### src/rtl/id_ex_hazard_reg_pkg.sv
// id_ex_hazard_reg_pkg: decoder control encodings, field widths and register-field helpers
package id_ex_hazard_reg_pkg;
  localparam int ALUOP_W = 6;
  localparam int REG_W = 5;
  localparam logic [REG_W-1:0] REG_ZERO = 5'd0;
  localparam logic [REG_W-1:0] REG_RA = 5'd31;
  typedef enum logic [1:0] {
    REGDST_RT = 2'b00,
    REGDST_RD = 2'b01,
    REGDST_RA = 2'b10
  } regdst_e;
  typedef enum logic [1:0] {
    MTR_ALU = 2'b00,
    MTR_MEM = 2'b01,
    MTR_PC4 = 2'b10
  } memtoreg_e;
  typedef enum logic [1:0] {
    SM_WORD = 2'b00,
    SM_HALF = 2'b01,
    SM_BYTE = 2'b10
  } storemode_e;
  // Packing order matches the concatenation used on the bus, so an all-zero word is a NOP.
  typedef struct packed {
    logic [1:0]         regdst;
    logic               alusrc;
    logic               memread;
    logic               memwrite;
    logic               regwrite;
    logic               branch;
    logic               jalmuxsel;
    logic [1:0]         memtoreg;
    logic [1:0]         storemode;
    logic [ALUOP_W-1:0] aluop;
  } ctrl_t;
  function automatic logic reg_hit(input logic [REG_W-1:0] a, input logic [REG_W-1:0] b);
    return (a != REG_ZERO) && (a == b);
  endfunction
  function automatic logic [REG_W-1:0] dest_mux(input logic [1:0] sel, input logic [REG_W-1:0] rt,
                                                input logic [REG_W-1:0] rd);
    return (sel == REGDST_RD) ? rd : (sel == REGDST_RA) ? REG_RA : rt;
  endfunction
endpackage

### src/rtl/id_ex_hazard_reg_if.sv
// id_ex_hazard_reg_if: ID-side inputs and EX-side registered outputs of the ID/EX stage
interface id_ex_hazard_reg_if
  import id_ex_hazard_reg_pkg::*;
#(
  parameter int DATA_W = 32,
  parameter int PERF_W = 16
);
  logic [1:0]         RegDst_in, RegDst_out;
  logic               ALUSrc_in, ALUSrc_out;
  logic               MemRead_in, MemRead_out;
  logic               MemWrite_in, MemWrite_out;
  logic               RegWrite_in, RegWrite_out;
  logic               Branch_in, Branch_out;
  logic               JalMuxSel_in, JalMuxSel_out;
  logic [1:0]         MemtoReg_in, MemtoReg_out;
  logic [1:0]         StoreMode_in, StoreMode_out;
  logic [ALUOP_W-1:0] ALUOp_in, ALUOp_out;
  logic [DATA_W-1:0]  PCPlus4_in, PCPlus4_out;
  logic [DATA_W-1:0]  ReadData1_in, ReadData1_out;
  logic [DATA_W-1:0]  ReadData2_in, ReadData2_out;
  logic [DATA_W-1:0]  SignExt_in, SignExt_out;
  logic [4:0]         Rs_in, Rs_out;
  logic [4:0]         Rt_in, Rt_out;
  logic [4:0]         Rd_in, Rd_out;
  logic               MEM_MemRead;
  logic [4:0]         MEM_WriteReg;
  logic               Flush;
  logic [4:0]         WriteReg_ex;
  logic               PCWrite;
  logic               IFIDWrite;
  logic [PERF_W-1:0]  StallCount;
  modport master(
    output RegDst_in, ALUSrc_in, MemRead_in, MemWrite_in, RegWrite_in, Branch_in, JalMuxSel_in,
           MemtoReg_in, StoreMode_in, ALUOp_in, PCPlus4_in, ReadData1_in, ReadData2_in, SignExt_in,
           Rs_in, Rt_in, Rd_in, MEM_MemRead, MEM_WriteReg, Flush,
    input  RegDst_out, ALUSrc_out, MemRead_out, MemWrite_out, RegWrite_out, Branch_out, JalMuxSel_out,
           MemtoReg_out, StoreMode_out, ALUOp_out, PCPlus4_out, ReadData1_out, ReadData2_out, SignExt_out,
           Rs_out, Rt_out, Rd_out, WriteReg_ex, PCWrite, IFIDWrite, StallCount
  );
  modport slave(
    input  RegDst_in, ALUSrc_in, MemRead_in, MemWrite_in, RegWrite_in, Branch_in, JalMuxSel_in,
           MemtoReg_in, StoreMode_in, ALUOp_in, PCPlus4_in, ReadData1_in, ReadData2_in, SignExt_in,
           Rs_in, Rt_in, Rd_in, MEM_MemRead, MEM_WriteReg, Flush,
    output RegDst_out, ALUSrc_out, MemRead_out, MemWrite_out, RegWrite_out, Branch_out, JalMuxSel_out,
           MemtoReg_out, StoreMode_out, ALUOp_out, PCPlus4_out, ReadData1_out, ReadData2_out, SignExt_out,
           Rs_out, Rt_out, Rd_out, WriteReg_ex, PCWrite, IFIDWrite, StallCount
  );
endinterface

### src/rtl/id_ex_hazard_reg_hazard_detect.sv
// id_ex_hazard_reg_hazard_detect: load-use and branch-operand hazard detection
module id_ex_hazard_reg_hazard_detect
  import id_ex_hazard_reg_pkg::*;
(
  input  logic [REG_W-1:0] rs,
  input  logic [REG_W-1:0] rt,
  input  logic             alusrc,
  input  logic             memwrite,
  input  logic             branch,
  input  logic             ex_memread,
  input  logic             ex_regwrite,
  input  logic [REG_W-1:0] ex_wr,
  input  logic             mem_memread,
  input  logic [REG_W-1:0] mem_wr,
  output logic             stall
);
  logic lu, br1, br2;
  // Stores read rt as data even though ALUSrc selects the immediate.
  always_comb begin
    lu = ex_memread && (reg_hit(ex_wr, rs) || (reg_hit(ex_wr, rt) && (!alusrc || memwrite)));
    br1 = branch && ex_regwrite && (reg_hit(ex_wr, rs) || reg_hit(ex_wr, rt));
    br2 = branch && mem_memread && (reg_hit(mem_wr, rs) || reg_hit(mem_wr, rt));
    stall = lu || br1 || br2;
  end
endmodule

### src/rtl/id_ex_hazard_reg.sv
// id_ex_hazard_reg: ID/EX pipeline register with bubble insertion, flush and stall counting
module id_ex_hazard_reg
  import id_ex_hazard_reg_pkg::*;
#(
  parameter int DATA_W = 32,
  parameter int PERF_W = 16
) (
  input logic             Clk,
  input logic             Reset,
  id_ex_hazard_reg_if.slave bus
);
  ctrl_t ctrl_d, ctrl_q;
  logic [DATA_W-1:0] pc4_q, rd1_q, rd2_q, sext_q;
  logic [REG_W-1:0]  rs_q, rt_q, rd_q, wr_ex;
  logic [PERF_W-1:0] cnt_q;
  logic              stall;
  assign ctrl_d = {bus.RegDst_in, bus.ALUSrc_in, bus.MemRead_in, bus.MemWrite_in, bus.RegWrite_in,
                   bus.Branch_in, bus.JalMuxSel_in, bus.MemtoReg_in, bus.StoreMode_in, bus.ALUOp_in};
  assign wr_ex = dest_mux(ctrl_q.regdst, rt_q, rd_q);
  id_ex_hazard_reg_hazard_detect u_hd (
    .rs         (bus.Rs_in),
    .rt         (bus.Rt_in),
    .alusrc     (bus.ALUSrc_in),
    .memwrite   (bus.MemWrite_in),
    .branch     (bus.Branch_in),
    .ex_memread (ctrl_q.memread),
    .ex_regwrite(ctrl_q.regwrite),
    .ex_wr      (wr_ex),
    .mem_memread(bus.MEM_MemRead),
    .mem_wr     (bus.MEM_WriteReg),
    .stall      (stall)
  );
  // Flush outranks stall: the killed instruction must not be counted as a bubble.
  always_ff @(posedge Clk) begin
    if (!Reset) begin
      ctrl_q <= '0;
      {pc4_q, rd1_q, rd2_q, sext_q, rs_q, rt_q, rd_q} <= '0;
      cnt_q <= '0;
    end else begin
      ctrl_q <= (bus.Flush || stall) ? '0 : ctrl_d;
      {pc4_q, rd1_q, rd2_q, sext_q, rs_q, rt_q, rd_q} <=
        {bus.PCPlus4_in, bus.ReadData1_in, bus.ReadData2_in, bus.SignExt_in, bus.Rs_in, bus.Rt_in, bus.Rd_in};
      if (stall && !bus.Flush && !(&cnt_q)) cnt_q <= cnt_q + PERF_W'(1);
    end
  end
  assign {bus.RegDst_out, bus.ALUSrc_out, bus.MemRead_out, bus.MemWrite_out, bus.RegWrite_out,
          bus.Branch_out, bus.JalMuxSel_out, bus.MemtoReg_out, bus.StoreMode_out, bus.ALUOp_out} = ctrl_q;
  assign bus.PCPlus4_out = pc4_q;
  assign bus.ReadData1_out = rd1_q;
  assign bus.ReadData2_out = rd2_q;
  assign bus.SignExt_out = sext_q;
  assign bus.Rs_out = rs_q;
  assign bus.Rt_out = rt_q;
  assign bus.Rd_out = rd_q;
  assign bus.WriteReg_ex = wr_ex;
  assign bus.PCWrite = !stall || bus.Flush;
  assign bus.IFIDWrite = !stall || bus.Flush;
  assign bus.StallCount = cnt_q;
endmodule
### src/flat_wrapper.sv
// flat-port wrapper written by rule: the top's interface ports become plain ports
module id_ex_hazard_reg_flat import id_ex_hazard_reg_pkg::*;
#(
  parameter int DATA_W = 32,
  parameter int PERF_W = 16
)
  (Clk, Reset, bus_RegDst_in, bus_ALUSrc_in, bus_MemRead_in, bus_MemWrite_in, bus_RegWrite_in, bus_Branch_in, bus_JalMuxSel_in, bus_MemtoReg_in, bus_StoreMode_in, bus_ALUOp_in, bus_PCPlus4_in, bus_ReadData1_in, bus_ReadData2_in, bus_SignExt_in, bus_Rs_in, bus_Rt_in, bus_Rd_in, bus_MEM_MemRead, bus_MEM_WriteReg, bus_Flush, bus_RegDst_out, bus_ALUSrc_out, bus_MemRead_out, bus_MemWrite_out, bus_RegWrite_out, bus_Branch_out, bus_JalMuxSel_out, bus_MemtoReg_out, bus_StoreMode_out, bus_ALUOp_out, bus_PCPlus4_out, bus_ReadData1_out, bus_ReadData2_out, bus_SignExt_out, bus_Rs_out, bus_Rt_out, bus_Rd_out, bus_WriteReg_ex, bus_PCWrite, bus_IFIDWrite, bus_StallCount);
  id_ex_hazard_reg_if #(.DATA_W(DATA_W), .PERF_W(PERF_W)) bus_i ();
  input logic Clk;
  input logic Reset;
  input wire logic [$bits(bus_i.RegDst_in)-1:0] bus_RegDst_in;
  input wire logic [$bits(bus_i.ALUSrc_in)-1:0] bus_ALUSrc_in;
  input wire logic [$bits(bus_i.MemRead_in)-1:0] bus_MemRead_in;
  input wire logic [$bits(bus_i.MemWrite_in)-1:0] bus_MemWrite_in;
  input wire logic [$bits(bus_i.RegWrite_in)-1:0] bus_RegWrite_in;
  input wire logic [$bits(bus_i.Branch_in)-1:0] bus_Branch_in;
  input wire logic [$bits(bus_i.JalMuxSel_in)-1:0] bus_JalMuxSel_in;
  input wire logic [$bits(bus_i.MemtoReg_in)-1:0] bus_MemtoReg_in;
  input wire logic [$bits(bus_i.StoreMode_in)-1:0] bus_StoreMode_in;
  input wire logic [$bits(bus_i.ALUOp_in)-1:0] bus_ALUOp_in;
  input wire logic [$bits(bus_i.PCPlus4_in)-1:0] bus_PCPlus4_in;
  input wire logic [$bits(bus_i.ReadData1_in)-1:0] bus_ReadData1_in;
  input wire logic [$bits(bus_i.ReadData2_in)-1:0] bus_ReadData2_in;
  input wire logic [$bits(bus_i.SignExt_in)-1:0] bus_SignExt_in;
  input wire logic [$bits(bus_i.Rs_in)-1:0] bus_Rs_in;
  input wire logic [$bits(bus_i.Rt_in)-1:0] bus_Rt_in;
  input wire logic [$bits(bus_i.Rd_in)-1:0] bus_Rd_in;
  input wire logic [$bits(bus_i.MEM_MemRead)-1:0] bus_MEM_MemRead;
  input wire logic [$bits(bus_i.MEM_WriteReg)-1:0] bus_MEM_WriteReg;
  input wire logic [$bits(bus_i.Flush)-1:0] bus_Flush;
  output wire logic [$bits(bus_i.RegDst_out)-1:0] bus_RegDst_out;
  output wire logic [$bits(bus_i.ALUSrc_out)-1:0] bus_ALUSrc_out;
  output wire logic [$bits(bus_i.MemRead_out)-1:0] bus_MemRead_out;
  output wire logic [$bits(bus_i.MemWrite_out)-1:0] bus_MemWrite_out;
  output wire logic [$bits(bus_i.RegWrite_out)-1:0] bus_RegWrite_out;
  output wire logic [$bits(bus_i.Branch_out)-1:0] bus_Branch_out;
  output wire logic [$bits(bus_i.JalMuxSel_out)-1:0] bus_JalMuxSel_out;
  output wire logic [$bits(bus_i.MemtoReg_out)-1:0] bus_MemtoReg_out;
  output wire logic [$bits(bus_i.StoreMode_out)-1:0] bus_StoreMode_out;
  output wire logic [$bits(bus_i.ALUOp_out)-1:0] bus_ALUOp_out;
  output wire logic [$bits(bus_i.PCPlus4_out)-1:0] bus_PCPlus4_out;
  output wire logic [$bits(bus_i.ReadData1_out)-1:0] bus_ReadData1_out;
  output wire logic [$bits(bus_i.ReadData2_out)-1:0] bus_ReadData2_out;
  output wire logic [$bits(bus_i.SignExt_out)-1:0] bus_SignExt_out;
  output wire logic [$bits(bus_i.Rs_out)-1:0] bus_Rs_out;
  output wire logic [$bits(bus_i.Rt_out)-1:0] bus_Rt_out;
  output wire logic [$bits(bus_i.Rd_out)-1:0] bus_Rd_out;
  output wire logic [$bits(bus_i.WriteReg_ex)-1:0] bus_WriteReg_ex;
  output wire logic [$bits(bus_i.PCWrite)-1:0] bus_PCWrite;
  output wire logic [$bits(bus_i.IFIDWrite)-1:0] bus_IFIDWrite;
  output wire logic [$bits(bus_i.StallCount)-1:0] bus_StallCount;
  assign bus_i.RegDst_in = bus_RegDst_in;
  assign bus_i.ALUSrc_in = bus_ALUSrc_in;
  assign bus_i.MemRead_in = bus_MemRead_in;
  assign bus_i.MemWrite_in = bus_MemWrite_in;
  assign bus_i.RegWrite_in = bus_RegWrite_in;
  assign bus_i.Branch_in = bus_Branch_in;
  assign bus_i.JalMuxSel_in = bus_JalMuxSel_in;
  assign bus_i.MemtoReg_in = bus_MemtoReg_in;
  assign bus_i.StoreMode_in = bus_StoreMode_in;
  assign bus_i.ALUOp_in = bus_ALUOp_in;
  assign bus_i.PCPlus4_in = bus_PCPlus4_in;
  assign bus_i.ReadData1_in = bus_ReadData1_in;
  assign bus_i.ReadData2_in = bus_ReadData2_in;
  assign bus_i.SignExt_in = bus_SignExt_in;
  assign bus_i.Rs_in = bus_Rs_in;
  assign bus_i.Rt_in = bus_Rt_in;
  assign bus_i.Rd_in = bus_Rd_in;
  assign bus_i.MEM_MemRead = bus_MEM_MemRead;
  assign bus_i.MEM_WriteReg = bus_MEM_WriteReg;
  assign bus_i.Flush = bus_Flush;
  assign bus_RegDst_out = bus_i.RegDst_out;
  assign bus_ALUSrc_out = bus_i.ALUSrc_out;
  assign bus_MemRead_out = bus_i.MemRead_out;
  assign bus_MemWrite_out = bus_i.MemWrite_out;
  assign bus_RegWrite_out = bus_i.RegWrite_out;
  assign bus_Branch_out = bus_i.Branch_out;
  assign bus_JalMuxSel_out = bus_i.JalMuxSel_out;
  assign bus_MemtoReg_out = bus_i.MemtoReg_out;
  assign bus_StoreMode_out = bus_i.StoreMode_out;
  assign bus_ALUOp_out = bus_i.ALUOp_out;
  assign bus_PCPlus4_out = bus_i.PCPlus4_out;
  assign bus_ReadData1_out = bus_i.ReadData1_out;
  assign bus_ReadData2_out = bus_i.ReadData2_out;
  assign bus_SignExt_out = bus_i.SignExt_out;
  assign bus_Rs_out = bus_i.Rs_out;
  assign bus_Rt_out = bus_i.Rt_out;
  assign bus_Rd_out = bus_i.Rd_out;
  assign bus_WriteReg_ex = bus_i.WriteReg_ex;
  assign bus_PCWrite = bus_i.PCWrite;
  assign bus_IFIDWrite = bus_i.IFIDWrite;
  assign bus_StallCount = bus_i.StallCount;
  id_ex_hazard_reg #(.DATA_W(DATA_W), .PERF_W(PERF_W)) u_core (.Clk(Clk), .Reset(Reset), .bus(bus_i));
endmodule
### config.mk
export PLATFORM = sky130hd
export DESIGN_NAME = id_ex_hazard_reg_flat
export DESIGN_NICKNAME = d
export VERILOG_FILES = /design/src/rtl/id_ex_hazard_reg_pkg.sv /design/src/rtl/id_ex_hazard_reg_if.sv /design/src/rtl/id_ex_hazard_reg_hazard_detect.sv /design/src/rtl/id_ex_hazard_reg.sv /design/src/flat_wrapper.sv
export SDC_FILE = /design/constraint.sdc
export NUM_CORES = 1
export LEC_CHECK = 0
export CAP_MARGIN = 40
export CELL_PAD_IN_SITES_DETAIL_PLACEMENT = 1
export CELL_PAD_IN_SITES_GLOBAL_PLACEMENT = 1
export CORE_MARGIN = 5
export CORE_UTILIZATION = 24
export CTS_BUF_LIST = sky130_fd_sc_hd__clkbuf_4
export CTS_CLUSTER_DIAMETER = 150
export CTS_CLUSTER_SIZE = 10
export DETAILED_ROUTE_END_ITERATION = 10
export MAX_ROUTING_LAYER = met4
export PLACE_DENSITY = 0.88
export SYNTH_ARGS = -nofsm -noshare
export SYNTH_HDL_FRONTEND = slang
export SYNTH_HIERARCHICAL = 1
export SYNTH_SLANG_ARGS = --single-unit
export TNS_END_PERCENT = 10
### constraint.sdc
create_clock -name Clk -period 2.9 [get_ports Clk]
set_input_delay 0.29 -clock Clk [delete_from_list [all_inputs] [get_ports Clk]]
set_output_delay 0.29 -clock Clk [all_outputs]
set_load 0.005 [all_outputs]
==> results.cfg <==
[power_and_ir_drop]
powerDensity_nw_per_um2 = 476
power.leakage_nw = 3.83
totalPowerFinal_mw = 4.77
ir_drop_v = 0.000290

[synth]
async_flop_share = 0
synth_flop_cell = dfxtp_1
yosysUniqueCellTypes = 35
synth_seq_cells = 177
synthCells = 493
synth_area_per_cell_um2 = 11.3
synth_fa_ha_area_frac = 0.00224
synth_top_family_by_area = simple AND/OR/NAND/NOR gates
synth_area_leader_cell = dfxtp_1
syn-cell-area_um2 = 5580
synthTopCellsByArea = dfxtp_1 (63%), and2_1 (18%), xor2_1 (3.3%)
ys_seq_area_frac = 0.635
synth-edff-count = 0
synthSimpleGateAreaFrac = 0.250
yosys_warnings = 6
synth_nets = 664
synthXorXnorAreaFrac = 0.0330
yosysTopAreaCellShare = 0.635
muxShareOfSynthArea = 0.0161
synth_compound_area_frac = 0.0433

[floorplanning]
die-area_um2 = 26400
rows = 55
fp.dieW_um = 163
die_h_um = 163
core-area_um2 = 22800
start_util = 0.245
ios = 354

[detailed_routing]
viasPerCell = 4.04
wl_mm = 21.4
firstDrtPassIters = 4
wire_per_inst_um = 17.9
ant_nets = 0
vias = 4827
drt-initial-drc-count = 166
remaining_drc_errors = 0

[hold_path]
hold_depth = 2
hp-class = in2reg

[cells_and_area]
design_area_um2 = 10000
fill_cells = 2493
utilization = 0.439
final_nets = 1041
drive_above_1_share = 0.103
multiInputGateArea_um2 = 2000
syn_to_final_growth_pct = 79.4
regArea_um2 = 3550

[setup_path]
crit_start = u_core/bus.RegDst_out[1]$_SDFF_PP0_
slowest_delay_ns = 0.37
reg2reg_depth = 14
crit_path_frequent_cell = buf_4
path_class = reg2out
r2r_end = u_core/bus.StallCount[11]$_SDFFE_PN0P_
worst_path_max_delay_cell = dfxtp_2
crit_arrival_ns = 2.79
setup.worst_path.start_class = flip-flop
required_ns = 2.61
path_max_fanout = 11
crit_chain = buf_12 > mux2i_1 > a21oi_1 > buf_4 > xor2_1 > nor3_2 > a22oi_1 > o32ai_2 > buf_4 > and2b_2 > inv_2 > buf_2
ff2ff_setup_slack_ns = -0.16
end_kind = primary output
crit_path_end = bus_IFIDWrite
r2r_start = u_core/bus.RegDst_out[1]$_SDFF_PP0_

[cts]
tritoncts = yes
h-tree-depth = 4
clkSinkCount = 177
clockRootBuffer = clkbuf_4
clock_latency_ns = 0.53
clockBufferDepth = 2
clkSlewWorstSetupHoldPaths_ns = 0.14
ctsHoldBuffers = 0
numCtsBuffers = 17

[sta]
fin_hold_ws_ns = 0.243
slew_headroom = 0.312
clock_skew_ns = 0.0247
tns_ns = -1.13
slew_viol_final = 0
finalHoldViolations = 0
rsz0062_at_grt = yes
tightestPinTransition_ns = 1.02
finalCriticalPeriod_ns = 3.08
worst_slack_ns = -0.176
max_freq_mhz = 325
fin_crit_sh = 1.06
setup_viol = 11

[job]
drv_cap = 0

[grt]
grt_start_max_net_pins = 56
grt_usage = 0.160
grt_antenna_before_repair = 1
grt_pass1_vias = 5282
grt_pass1_wl_mm = 31.0
gr-total-overflow = 0

[place]
hpwlAfterDp_mm = 17.2
dpl-instance-area_um2 = 9640
routabilityCongestion = 0.842
numPortBuffers = 353

[run_status]
failed_checks = setup timing
status = complete, but fails checks
## cell type report
cell class	instances	area share
antenna	1	0.000250
clock buffer	18	0.0135
clock inverter	13	0.0151
inverter	5	0.00187
multi-input combinational	288	0.200
sequential	177	0.354
tap	313	0.0391
timing repair buffer	381	0.376
## registers in the layout, summed over array words and instances, names as in the netlist, 2 cells and up
register and flops:
u_core/bus.StallCount 16, u_core/bus.RegDst_out 2, u_core/bus.PCPlus4_out 32, u_core/bus.ALUOp_out 6, u_core/bus.StoreMode_out 2, u_core/bus.SignExt_out 32, u_core/bus.Rt_out 5, u_core/bus.Rd_out 5
u_core/bus.ReadData2_out 32, u_core/bus.ReadData1_out 32, u_core/bus.Rs_out 5, u_core/bus.MemtoReg_out 2
## cells in the final DEF (no fill, tap or decap), types with 4 or more instances in the layout
master           count
a21oi_1             12
a21oi_2              4
and2_1             162
buf_4               27
clkbuf_4            18
clkdlybuf4s50_1    350
clkinv_4             4
dfxtp_1            175
inv_1                4
inv_6                5
mux2i_1              8
nand2_1             12
nor2_1               6
nor3_1               8
nor4_2               4
o21ai_0              4
o31ai_1              6
or3_2                4
or4_1                7
xor2_1              20
## synthesized netlist by cell type (2+ instances only)
cell,number
buf_4,2
or3_2,4
a21oi_1,16
nor2_1,7
nand2_1,12
nand2b_1,2
clkbuf_1,19
nor4_2,2
inv_1,5
or4_1,8
xor2_1,21
nand4_1,2
nor3_1,10
nor4_1,4
and2_1,162
and3_1,2
o211ai_1,2
nand4_4,2
mux2i_1,9
a22oi_1,2
dfxtp_1,177
o21ai_0,4
o31ai_1,6
nand3_1,2
## per-stage QoR
stage          instances  setup WS (ns)
6_report            1196         -0.176
5_1_grt             1196         -0.385
4_1_cts             1195         -0.244
3_5_place_dp        1163         -0.193
3_3_place_gp        1163         -0.131
2_1_floorplan        493         0.0457
## timing repair
item	4_1_cts	5_1_grt
pin swaps	4	2
hold endpoints to repair	0	0
endpoints found under the setup margin	16	18
resized for setup	12	14
buffers inserted	1	0
## layer usage
layer  track usage  up-vias  share of wire
li1              -     2349              -
met1         0.169     2299           0.39
met2         0.292      154           0.54
met3        0.0471       25          0.050
met4        0.0423        0          0.018
met5             -        -              0
## cells by family (layout without fill, tap and decap cells)
group | after synthesis | after routing
compound gates | 35 | 35
xor+xnor | 21 | 21
fa+ha+maj | 1 | 1
buf+inv | 28 | 417
flops | 177 | 177
mux | 9 | 9
other cells | 0 | 1
simple gates | 222 | 222
## worst max-delay path: cells and delay by family, from the launching register on
family / cells / cell delay (ns)
buffers and inverters: 5 / 0.69
AOI/OAI and AO/OA: 3 / 0.50
and+or+nand+nor: 2 / 0.39
DFF: 1 / 0.37
muxes: 1 / 0.18
xor gates and xnor gates: 1 / 0.17
## worst min-delay path by stage
stage                                                start                                      to
finish                                               Reset   u_core/bus.StallCount[9]$_SDFFE_PN0P_
global route                                         Reset   u_core/bus.StallCount[9]$_SDFFE_PN0P_
CTS                                                  Reset   u_core/bus.StallCount[9]$_SDFFE_PN0P_
detailed placement  u_core/bus.StallCount[15]$_SDFFE_PN0P_  u_core/bus.StallCount[15]$_SDFFE_PN0P_
global placement    u_core/bus.StallCount[15]$_SDFFE_PN0P_  u_core/bus.StallCount[15]$_SDFFE_PN0P_
floorplan                                  bus_ALUOp_in[0]      u_core/bus.ALUOp_out[0]$_SDFF_PP0_
## power breakdown
group	internal (mW)	switching, mW
Combinational	0.504	0.232
Clock	0.537	0.907
Sequential	2.55	0.0402
Total	3.59	1.18
Power figures use the tool's default switching activity.
